==> src/rtl/chip8_timer_ctrl.sv <==
// CHIP-8 delay/sound timer sequencer: divides clk_in down to the 60 Hz tick and
// decrements DT/ST in the register region through single-byte read-modify-write requests.
module chip8_timer_ctrl #(
  parameter int unsigned TICK_CYCLES = 1666667,
  parameter logic [11:0] DT_ADDR     = 12'd21,
  parameter logic [11:0] ST_ADDR     = 12'd22,
  parameter logic [1:0]  REG_TYPE    = 2'd1
) (
  input  logic        clk_in,
  input  logic        rst_in,
  input  logic        enable_in,
  input  logic        mem_ready_in,
  output logic        mem_valid_out,
  output logic [11:0] mem_addr_out,
  output logic [1:0]  mem_type_out,
  output logic        mem_we_out,
  output logic        mem_size_out,
  output logic [15:0] mem_data_out,
  input  logic        mem_valid_in,
  input  logic [15:0] mem_data_in,
  output logic        sound_out,
  output logic        busy_out,
  output logic        missed_tick_out
);

  localparam int unsigned      DIV_W    = $clog2(TICK_CYCLES);
  localparam logic [DIV_W-1:0] DIV_LAST = DIV_W'(TICK_CYCLES - 1);

  typedef enum logic [2:0] {
    IDLE, RD_DT, WAIT_DT, WR_DT, RD_ST, WAIT_ST, WR_ST
  } state_t;

  typedef struct packed {
    logic        valid;
    logic        we;
    logic [11:0] addr;
    logic [7:0]  data;
  } mem_req_t;

  state_t           state_q, state_d;
  logic [DIV_W-1:0] div_q;
  logic             pending_q;
  logic             missed_q;
  logic             sound_q;
  logic [7:0]       wr_byte_q;
  logic             tick;
  logic             start;
  logic             rd_cap;
  logic [7:0]       rd_byte;
  mem_req_t         req;

  assign rd_byte = mem_data_in[7:0];
  assign tick    = enable_in && (div_q == DIV_LAST);
  // A tick seen in IDLE starts at once so the first request lands the cycle after it.
  assign start   = (state_q == IDLE) && enable_in && (pending_q || tick);
  assign rd_cap  = mem_valid_in && ((state_q == WAIT_DT) || (state_q == WAIT_ST));

  always_ff @(posedge clk_in) begin
    if (rst_in) state_q <= IDLE;
    else        state_q <= state_d;
  end

  always_ff @(posedge clk_in) begin
    if (rst_in) begin
      div_q     <= '0;
      pending_q <= 1'b0;
      missed_q  <= 1'b0;
      sound_q   <= 1'b0;
      wr_byte_q <= 8'h00;
    end else begin
      if (enable_in) div_q <= tick ? '0 : div_q + DIV_W'(1);
      // Pending saturates at one; a tick that finds it already set is reported as missed.
      pending_q <= start ? (pending_q & tick) : (pending_q | tick);
      missed_q  <= tick & pending_q & ~start;
      if (rd_cap) wr_byte_q <= rd_byte - 8'd1;
      if (mem_valid_in && (state_q == WAIT_ST)) sound_q <= (rd_byte > 8'd1);
    end
  end

  always_comb begin
    state_d = state_q;
    req     = '0;
    unique case (state_q)
      IDLE: if (start) state_d = RD_DT;
      RD_DT: begin
        req.valid = 1'b1;
        req.addr  = DT_ADDR;
        if (mem_ready_in) state_d = WAIT_DT;
      end
      WAIT_DT: if (mem_valid_in) state_d = (rd_byte != 8'h00) ? WR_DT : RD_ST;
      WR_DT: begin
        req.valid = 1'b1;
        req.we    = 1'b1;
        req.addr  = DT_ADDR;
        req.data  = wr_byte_q;
        if (mem_ready_in) state_d = RD_ST;
      end
      RD_ST: begin
        req.valid = 1'b1;
        req.addr  = ST_ADDR;
        if (mem_ready_in) state_d = WAIT_ST;
      end
      WAIT_ST: if (mem_valid_in) state_d = (rd_byte != 8'h00) ? WR_ST : IDLE;
      WR_ST: begin
        req.valid = 1'b1;
        req.we    = 1'b1;
        req.addr  = ST_ADDR;
        req.data  = wr_byte_q;
        if (mem_ready_in) state_d = IDLE;
      end
      default: state_d = IDLE;
    endcase
  end

  assign mem_valid_out   = req.valid;
  assign mem_we_out      = req.we;
  assign mem_addr_out    = req.addr;
  assign mem_data_out    = {8'h00, req.data};
  assign mem_type_out    = req.valid ? REG_TYPE : 2'b00;
  assign mem_size_out    = 1'b0;
  assign busy_out        = (state_q != IDLE);
  assign sound_out       = sound_q;
  assign missed_tick_out = missed_q;

endmodule

==> config.mk <==
export PLATFORM = sky130hd
export DESIGN_NAME = chip8_timer_ctrl
export DESIGN_NICKNAME = d
export VERILOG_FILES = /design/src/rtl/chip8_timer_ctrl.sv
export SDC_FILE = /design/constraint.sdc
export NUM_CORES = 1
export LEC_CHECK = 0
export ABC_AREA = 1
export BUFFER_PORTS_ARGS = -buffer_cell sky130_fd_sc_hd__buf_2
export CAP_MARGIN = 40
export CORE_MARGIN = 3
export CORE_UTILIZATION = 30
export CTS_BUF_LIST = sky130_fd_sc_hd__clkbuf_16
export DETAILED_ROUTE_END_ITERATION = 16
export SLEW_MARGIN = 40
export SYNTH_ARGS = -nofsm -noshare
export SYNTH_HDL_FRONTEND = slang
export SYNTH_SLANG_ARGS = --single-unit
==> constraint.sdc <==
create_clock -name clk_in -period 1.7 [get_ports clk_in]
set_input_delay 0.34 -clock clk_in [delete_from_list [all_inputs] [get_ports clk_in]]
set_output_delay 0.34 -clock clk_in [all_outputs]
set_load 0.02 [all_outputs]
==> qor.csv, run 1 <==
stage,metric,value,unit
status,status,finished clean,
worst_setup_path,WP buf/inv,1,
clock_network,later-pin clock latency in the skew report,280,ps
flow_run,max cap viols,0,
power,sequential share of power,0.362,
synthesis,Ys Warns,0,
worst_setup_path,critical path peak fanout,7,
synthesis,Syn Inst Count,303,
worst_setup_path,Top Family by Delay on Critical Path,simple AND/OR/NAND/NOR gates,
routing,# DRC,0,
clock_network,Clock Tree Root,clkbuf_16,
global_route,All-Layer GR Usage,0.1055,
floorplan,DIE WIDTH,89.93,µm
sta,final max-slew violation count,0,
clock_network,hold_buf cts,0,
worst_setup_path,R2R Setup Slk,130,ps
layout,post-layout util,0.3890,
routing,DR vias,1875,
synthesis,Yosys cell types,33,
floorplan,row count,29,
floorplan,core area,6568,µm²
global_route,largest net degree at the start of global routing,14,
clock_network,CTS tree,built,
power,power share of the clock group,0.394,
sta,crit share post-route,0.9765,
power,static leakage,1.202,nW
routing,Final ANT Viol Nets,0,
routing,DR WL/cell,9.694,µm
sta,fmax,602.4,MHz
worst_setup_path,WP data required,1360,ps
layout,Nets,365,
sta,final setup vio count,0,
floorplan,Die Y,89.93,µm
worst_setup_path,CP Launch Type,register,
routing,drt pass-1 iters,4,
clock_network,clock tree buffer depth,2,
hold_path,Hold Crit Class,primary input to register,
sta,RSZ-0062 raised after global routing,true,
routing,routed wire length,4.207,mm
synthesis,"Avg Cell Area, Syn",6.975,µm²
synthesis,Synth top cells by count,"46 x inv_1, 44 x nand2_1, 43 x nor2_1, 35 x dfxtp_1, 22 x buf_4",
routing,vias per cell,4.320,
sta,Period minus WS final,1660,ps
layout,non-filler instance count after layout,434,
layout,diode count,0,
clock_network,TritonCTS Buffers,5,
synthesis,prevailing post-synth register cell,dfxtp_1,
synthesis,share of the synthesized area in the top cell type,0.3316,
place,port bufs,30,
routing,initial DRC count,50,
global_route,initial antenna violation count,0,
sta,final hold violations,0,
synthesis,"top cells by area, synth","dfxtp_1 33%, inv_1 8.2%, buf_4 7.8%",
layout,layout cell share with drive strength beyond 1,0.2493,
synthesis,most frequent cell after synthesis,inv_1,
sta,hold slack,350.0,ps
worst_setup_path,CP max stage cell,dfxtp_2,
worst_setup_path,CP Capture Type,output pin,
sta,skew final,6.778,ps
synthesis,sequential area share after synthesis,0.3316,
clock_network,clk sinks,35,
synthesis,Yosys top cell by area,dfxtp_1,
worst_setup_path,CP peak stage delay,370,ps
floorplan,Die ar.,8087,µm²
clock_network,Worst-path clk slew,60,ps
clock_network,CTS H-tree depth,2,
worst_setup_path,critical path type,register to output pin,
power,Sw Ratio,0.3108,
place,DP HPWL,3.223,mm
global_route,grt ovf,0,
synthesis,"EDFF count, synth",0,
layout,"Non-Filler Cell Area, Final",2555,µm²
worst_setup_path,CP cell instances,nor3_4 > nor2_4 > nor2_1 > buf_4,
power,pwr dens,1009,nW/µm²
place,gp weighted congestion,0.8774,
floorplan,I/O Pins,57,
global_route,number of global-route vias before repair,1736,
place,"Cell Area, Placed",2312,µm²
synthesis,Syn Std Cell Area,2113,µm²
power,Comb pwr share,0.244,
layout,"Area growth, synth to finish",20.90,%
worst_setup_path,r2r startpoint,div_q[1],
sta,setup TNS,0,ps
hold_path,Min-Delay Startpoint,enable_in,
synthesis,Synth Register Bits,35,
power,Pint,1.777,mW
floorplan,Starting Density,0.3218,
global_route,global-route wire length before repair,7.210,mm
place,placed insts,425,
power,Sw Pwr,0.8013,mW
synthesis,asr flop ratio synth,0,
power,Worst VDD drop,0.5646,mV
worst_setup_path,"Data arrival, critical path",1320,ps
worst_setup_path,Worst Setup SP,state_q[0],
## power groups by stage
| stage | sequential [mW] | clock [mW] | combinational (mW) |
|---|---|---|---|
| floorplan | 0.933 | 0 | 0.524 |
| global placement | 0.937 | 0 | 0.603 |
| CTS | 0.926 | 1.06 | 0.616 |
| finish | 0.933 | 1.02 | 0.630 |
| detailed placement | 0.937 | 0 | 0.606 |
| global route | 0.943 | 1.09 | 0.701 |
## logic make-up (layout without fill, tap and decap cells)
group	count (synthesis)	after routing	share of synthesized area
flip-flops	35	35	0.3316
XOR/XNOR	8	8	0.03316
AND/OR/NAND/NOR	135	136	0.3156
AO/OA/AOI/OAI	45	45	0.1214
buffers and inverters	75	95	0.1729
other	1	18	0.001774
adder cells (fa/ha/maj)	4	4	0.02368
## sequential cells by signal (all words and copies together) (netlist names)
register	count
div_q	21
missed_tick_out	1
pending_q	1
sound_out	1
state_q	3
wr_byte_q	8
## worst register-to-register path, cell delays in order, from the launching register on
cell,delay [ps]
dfxtp_1,380
ha_1,200
nand3_2,110
nor2_4,150
nand2_1,80
nor2_1,170
nand2_1,90
o221a_2,270
## final cells by class
cell class | instances | area [µm²]
flip-flops and latches | 35 | 706.9
clock buffers | 5 | 125.1
clock inverters | 3 | 38.79
fillers | 705 | 4013
repair buffers | 35 | 215.2
inverters | 52 | 201.4
multi-input cells | 211 | 1151
well taps | 93 | 116.4
## final timing paths
| path | endpoint | cells after the start |
|---|---|---|
| worst max-delay path | mem_data_out[3] | 4 |
| worst min-delay path | div_q[0] | 2 |
| worst max register to register | div_q[14] | 7 |
| worst min register to register | wr_byte_q[0] | 2 |
## through the flow
stage	total power [mW]	setup WS [ps]
3_3_place_gp	1.540	47.83
5_1_grt	2.738	-42.32
6_report	2.578	39.90
4_1_cts	2.600	7.004
3_5_place_dp	1.543	14.89
2_1_floorplan	1.457	178.4
## placed cells by master, fill, tap and decap left out, types with 3 or more instances in the layout
cell and count:
o31ai_1 3, o21ai_0 12, nor2_1 40, a21oi_1 17
a31oi_1 3, nor3_1 4, clkbuf_16 5, nor2_2 7
nand2_2 10, buf_2 22, inv_2 5, conb_1 18
dfxtp_1 32, nand2_1 44, o21ai_1 4, nor2_4 6
buf_4 11, ha_1 4, nand4_1 3, inv_1 44
nand3_2 3, nand3_1 12, xor2_1 6
## timing repair
item                                    CTS  global route
pin swaps                                 1             3
endpoints found under the setup margin   13            13
cloned                                    0             1
resized for setup                         7            19
buffers inserted                          0             0
## routing by layer
metal	vias up	wire, µm	part of all wire	GRT usage
met1	823	1938	0.46	0.1255
met4	0	68	0.016	0.04847
li1	999	-	-	-
met5	-	0	0	0
met3	9	209	0.050	0.02504
met2	44	1991	0.47	0.1798
(Power assumes the default switching activity.)
==> inputs of run 2 (changes only) <==
CAP_MARGIN = default   (was 40)
CORE_MARGIN = 4   (was 3)
==> qor.csv, run 2 (same netlist as run 1, synthesis figures left out) <==
stage,metric,value,unit,change
routing,DR WL/cell,9.713,µm,+0.20%
clock_network,CTS H-tree depth,2,,unchanged
layout,Fillers,761,,+7.9%
power,static leakage,1.200,nW,-0.13%
clock_network,Worst-path clk slew,50,ps,about the same
clock_network,Clock Tree Root,clkbuf_16,,
worst_setup_path,R2R Setup Slk,160,ps,+30 ps
layout,diode count,0,,unchanged
sta,final worst setup slack,56.21,ps,+16.32 ps
clock_network,clock tree buffer depth,2,,unchanged
global_route,grt ovf,0,,unchanged
layout,"commonest non-fill, non-tap cell in the layout",inv_1,,
place,DP HPWL,3.300,mm,+2.4%
sta,crit share post-route,0.9669,,-0.009598
clock_network,later-pin clock latency in the skew report,270,ps,about the same
global_route,global-route wire length before repair,7.134,mm,-1.1%
routing,drt pass-1 iters,4,,unchanged
floorplan,I/O Pins,57,,unchanged
sta,final setup vio count,0,,unchanged
routing,initial DRC count,54,,+8.0%
layout,Multi-input gate area,1146,µm²,-0.43%
worst_setup_path,FF-to-FF path depth,7,,unchanged
layout,layout cell share with drive strength beyond 1,0.2420,,-0.007284
worst_setup_path,WP data required,1360,ps,about the same
layout,biggest regs,"div_q: 21 flops, wr_byte_q: 8 flops, state_q: 3 flops",,
clock_network,TritonCTS Buffers,5,,unchanged
power,Final Power,2.408,mW,-6.6%
global_route,number of global-route vias before repair,1728,,-0.46%
place,port bufs,30,,unchanged
layout,max reg flops,21,,unchanged
worst_setup_path,Critical Path Sink,mem_type_out[0],,
clock_network,clk sinks,35,,unchanged
power,pwr dens,949.6,nW/µm²,-5.9%
place,gp weighted congestion,0.8842,,+0.78%
worst_setup_path,critical path type,register to output pin,,
global_route,initial antenna violation count,0,,unchanged
clock_network,CTS tree,built,,
flow_run,max cap viols,0,,unchanged
routing,WL met1,1.980,mm,+2.2%
sta,fmax,608.4,MHz,+0.99%
sta,final hold violations,0,,unchanged
layout,Nets,367,,+0.55%
sta,RSZ-0062 raised after global routing,true,,
floorplan,row count,30,,+3.4%
floorplan,Die Y,91.93,µm,+2.2%
layout,sequential cell area,709.4,µm²,+0.35%
global_route,largest net degree at the start of global routing,14,,unchanged
sta,final max-slew violation count,0,,unchanged
layout,"commonest cells after routing, fill and taps aside","45 x inv_1, 44 x nand2_1, 42 x nor2_1, 32 x dfxtp_1, 21 x buf_2",,
floorplan,Die ar.,8451,µm²,+4.5%
sta,hold slack,360.6,ps,+10.64 ps
place,dpl ws,20.35,ps,+5.462 ps
routing,DR vias,1882,,+0.37%
status,status,finished clean,,
routing,met2 wire len,2.029,mm,+1.9%
hold_path,Hold Crit Class,primary input to register,,
worst_setup_path,Worst R2R End,div_q[14],,
global_route,All-Layer GR Usage,0.1005,,-0.005052
worst_setup_path,"Data arrival, critical path",1300,ps,-20 ps
worst_setup_path,CP Launch Type,register,,
routing,vias per cell,4.287,,-0.77%
routing,top routing layer in use,met4,,
worst_setup_path,critical path peak fanout,5,,-2
layout,"Area growth, synth to finish",20.01,%,
worst_setup_path,r2r startpoint,div_q[1],,
routing,met3 WL post-DR,227,µm,+8.6%
power,Worst VDD drop,0.5248,mV,-7.0%
floorplan,core area,6832,µm²,+4.0%
floorplan,DIE WIDTH,91.93,µm,+2.2%
layout,most flop-heavy register,div_q,,
floorplan,Starting Density,0.3093,,-0.01243
worst_setup_path,Worst Setup SP,state_q[1],,
routing,Final ANT Viol Nets,0,,unchanged
routing,# DRC,0,,unchanged
worst_setup_path,CP Capture Type,output pin,,
routing,routed wire length,4.264,mm,+1.4%
sta,skew final,4.599,ps,-2.180 ps
sta,Period minus WS final,1644,ps,-16.32 ps
-- run 2: power by group --
part	internal, mW	leakage (nW)	switching, mW
Clock	0.526	0.0701	0.314
Combinational	0.213	0.845	0.423
Sequential	0.887	0.285	0.0446
Total	1.63	1.20	0.781
-- run 2: final cells by class --
class	count	area share
Inverter	52	0.07844
Multi-Input combinational cell	211	0.4519
Tap cell	96	0.04736
Clock buffer	5	0.04933
Clock inverter	3	0.004440
Timing Repair Buffer	37	0.08880
Sequential cell	35	0.2797
-- run 2: worst max-delay path, cell delays in order (launching register included) --
cell and delay (ps):
dfxtp_2 320, inv_2 100, nor2_4 50, nand2_2 90, nand2_2 60, or2_4 250, buf_2 160
-- run 2: layer usage --
metal,vias up,global-route usage
li1,1007,-
met1,825,0.1218
met2,46,0.1782
met3,4,0.02543
met4,0,0.02228
met5,-,0
-- run 2: worst min-delay path by stage --
stage	from	to	slack (ps)	depth (start not counted)
floorplan	wr_byte_q[0]	wr_byte_q[0]	430	2
CTS	mem_data_in[5]	wr_byte_q[5]	350	3
global placement	wr_byte_q[2]	wr_byte_q[2]	450	2
detailed placement	wr_byte_q[0]	wr_byte_q[0]	450	2
finish	enable_in	div_q[0]	360	2
global route	enable_in	div_q[0]	370	2
-- run 2: per-stage QoR --
stage	std cells	TNS [ps]	instance area [µm²]	util
global placement	428	0	2316	0.3390
floorplan	320	0	2177	-
CTS	436	0	2472	0.3619
finish	439	0	2536	0.3712
global route	439	-23.00	2536	0.3712
detailed placement	428	0	2316	0.3390
-- run 2: repair_timing --
| action | in CTS | in global routing |
|---|---|---|
| buffers inserted | 0 | 2 |
| resized for setup | 6 | 17 |
| hold endpoints to repair | 0 | 0 |
| cloned | 0 | 1 |
| setup endpoints to repair | 13 | 13 |
| hold buffers | 0 | 0 |
| pin swaps | 1 | 2 |
==> inputs of run 3 (changes only) <==
CORE_UTILIZATION = 52   (was 30)
PLACE_DENSITY = 0.79   (was default)
==> qor.csv, run 3 (same netlist as run 1, synthesis figures left out) <==
stage,metric,value,unit,change
status,status,"finished, violations left",,
floorplan,I/O Pins,57,,unchanged
layout,"commonest non-fill, non-tap cell in the layout",inv_1,,
routing,# DRC,0,,unchanged
hold_path,Hold Crit Class,primary input to register,,
layout,Nets,365,,-0.54%
power,static leakage,1.192,nW,-0.68%
sta,fmax,583.9,MHz,-4.0%
routing,DR WL/cell,11.04,µm,+14%
place,"Cell Area, Placed",2241,µm²,-3.2%
routing,Final ANT Viol Nets,0,,unchanged
global_route,largest net degree at the start of global routing,14,,unchanged
place,DP HPWL,3.102,mm,-6.0%
floorplan,Die Y,71.75,µm,-22%
hold_path,Hold Path Cell Cnt,3,,+1
routing,drt pass-1 iters,4,,unchanged
global_route,global-route wire length before repair,7.293,mm,+2.2%
clock_network,clk sinks,35,,unchanged
power,Worst VDD drop,0.5458,mV,+4.0%
routing,routed wire length,4.293,mm,+0.68%
sta,final setup vio count,1,,+1
hold_path,Worst Hold Path EP,wr_byte_q[5],,
floorplan,core area,3799,µm²,-44%
layout,biggest regs,"div_q: 21 flops, wr_byte_q: 8 flops, state_q: 3 flops",,
clock_network,later-pin clock latency in the skew report,280,ps,about the same
layout,"Area growth, synth to finish",17.76,%,
sta,Period minus WS final,1713,ps,+68.78 ps
flow_run,max cap viols,0,,unchanged
worst_setup_path,critical path type,register to output pin,,
power,pwr dens,967.5,nW/µm²,+1.9%
clock_network,Clock Tree Root,clkbuf_16,,
sta,RSZ-0062 raised after global routing,true,,
worst_setup_path,"Data arrival, critical path",1370,ps,+70 ps
worst_setup_path,Worst R2R End,div_q[14],,
hold_path,Min-Delay Startpoint,mem_data_in[5],,
floorplan,DIE WIDTH,71.75,µm,-22%
floorplan,Starting Density,0.5563,,+0.2470
clock_network,Worst-path clk slew,50,ps,about the same
global_route,grt ovf,0,,unchanged
layout,non-filler instance count after layout,389,,-11%
global_route,number of global-route vias before repair,1739,,+0.64%
layout,layout cell share with drive strength beyond 1,0.2522,,+0.01022
place,dpl ws,-13.89,ps,-34.24 ps
place,gp weighted congestion,0.8434,,-4.6%
worst_setup_path,R2R Setup Slk,70,ps,-90 ps
sta,skew final,6.058,ps,+1.459 ps
layout,diode count,0,,unchanged
routing,initial DRC count,109,,+100%
layout,"Non-Filler Cell Area, Final",2489,µm²,-1.9%
status,violated checks,setup timing,,
worst_setup_path,FF-to-FF path depth,7,,unchanged
place,port bufs,30,,unchanged
sta,setup TNS,-12.56,ps,-12.56 ps
clock_network,TritonCTS Buffers,5,,unchanged
clock_network,hold_buf cts,0,,unchanged
clock_network,clock tree buffer depth,2,,unchanged
sta,final hold violations,0,,unchanged
sta,crit share post-route,1.007,,+0.04046
layout,"commonest cells after routing, fill and taps aside","45 x inv_1, 44 x nand2_1, 37 x nor2_1, 32 x dfxtp_1, 21 x buf_2",,
sta,final worst setup slack,-12.56,ps,-68.78 ps
power,Final Power,2.408,mW,about the same
worst_setup_path,CP Capture Type,output pin,,
place,placed insts,378,,-12%
floorplan,row count,22,,-27%
worst_setup_path,WP data required,1360,ps,about the same
global_route,initial antenna violation count,0,,unchanged
worst_setup_path,CP Launch Type,register,,
sta,final max-slew violation count,0,,unchanged
clock_network,CTS tree,built,,
worst_setup_path,r2r startpoint,div_q[0],,
floorplan,Die ar.,5148,µm²,-39%
layout,max reg flops,21,,unchanged
worst_setup_path,critical path peak fanout,5,,unchanged
clock_network,CTS H-tree depth,2,,unchanged
routing,DR vias,1939,,+3.0%
routing,vias per cell,4.985,,+16%
layout,most flop-heavy register,div_q,,
global_route,All-Layer GR Usage,0.1751,,+0.07458
==> run 3: changes by cell type in the layout (fill, tap and decap cells not counted), sizes merged <==
cell  before  now
buf       37   35
==> run 3: power breakdown <==
| part | internal (mW) | switching [mW] |
|---|---|---|
| registers | 0.886 | 0.0528 |
| logic | 0.205 | 0.425 |
| clock network | 0.526 | 0.314 |
| total | 1.62 | 0.792 |
==> run 3: per-layer routing <==
layer,vias to the layer above,share of wire,GRT usage
met2,59,0.47,0.2847
met3,11,0.062,0.04488
li1,999,-,-
met5,-,0,0
met4,0,0.019,0.07933
met1,870,0.45,0.2163
==> run 3: how the worst max path moves through the flow <==
| stage | startpoint | endpoint | slack (ps) | cells past startpoint |
|---|---|---|---|---|
| finish | state_q[2] | mem_data_out[0] | -10 | 5 |
| detailed placement | state_q[1] | mem_data_out[3] | -10 | 7 |
| global route | state_q[2] | mem_data_out[0] | -70 | 5 |
| floorplan | state_q[2] | mem_addr_out[2] | 180 | 4 |
| CTS | state_q[1] | mem_data_out[2] | 10 | 5 |
| global placement | state_q[1] | mem_data_out[0] | 50 | 7 |
==> run 3: final cells by class <==
type                    instances  area [µm²]
fillers                       331        1310
multi-input cells             211        1159
flip-flops and latches         35       706.9
repair buffers                 35       225.2
inverters                      52       201.4
clock buffers                   5       125.1
well taps                      48       60.06
clock inverters                 3       11.26
==> run 3: metrics by stage <==
stage | util | hold slack (ps)
2_1_floorplan | - | 429.4
3_5_place_dp | 0.5899 | 453.0
3_3_place_gp | 0.5899 | 451.7
6_report | 0.6551 | 343.2
4_1_cts | 0.6354 | 338.3
5_1_grt | 0.6551 | 366.9
==> run 3: critical path: stages, from the launching register on <==
cell and delay (ps):
dfxtp_4 390, inv_4 60, nor3_4 270, nor2_4 100
nor2_1 120, buf_4 150
==> run 3: timing repair <==
| item | CTS | global route |
|---|---|---|
| cloned | 1 | 0 |
| setup endpoints to repair | 13 | 14 |
| resized for setup | 11 | 21 |
| setup buffers | 0 | 2 |
| pin swaps | 2 | 5 |
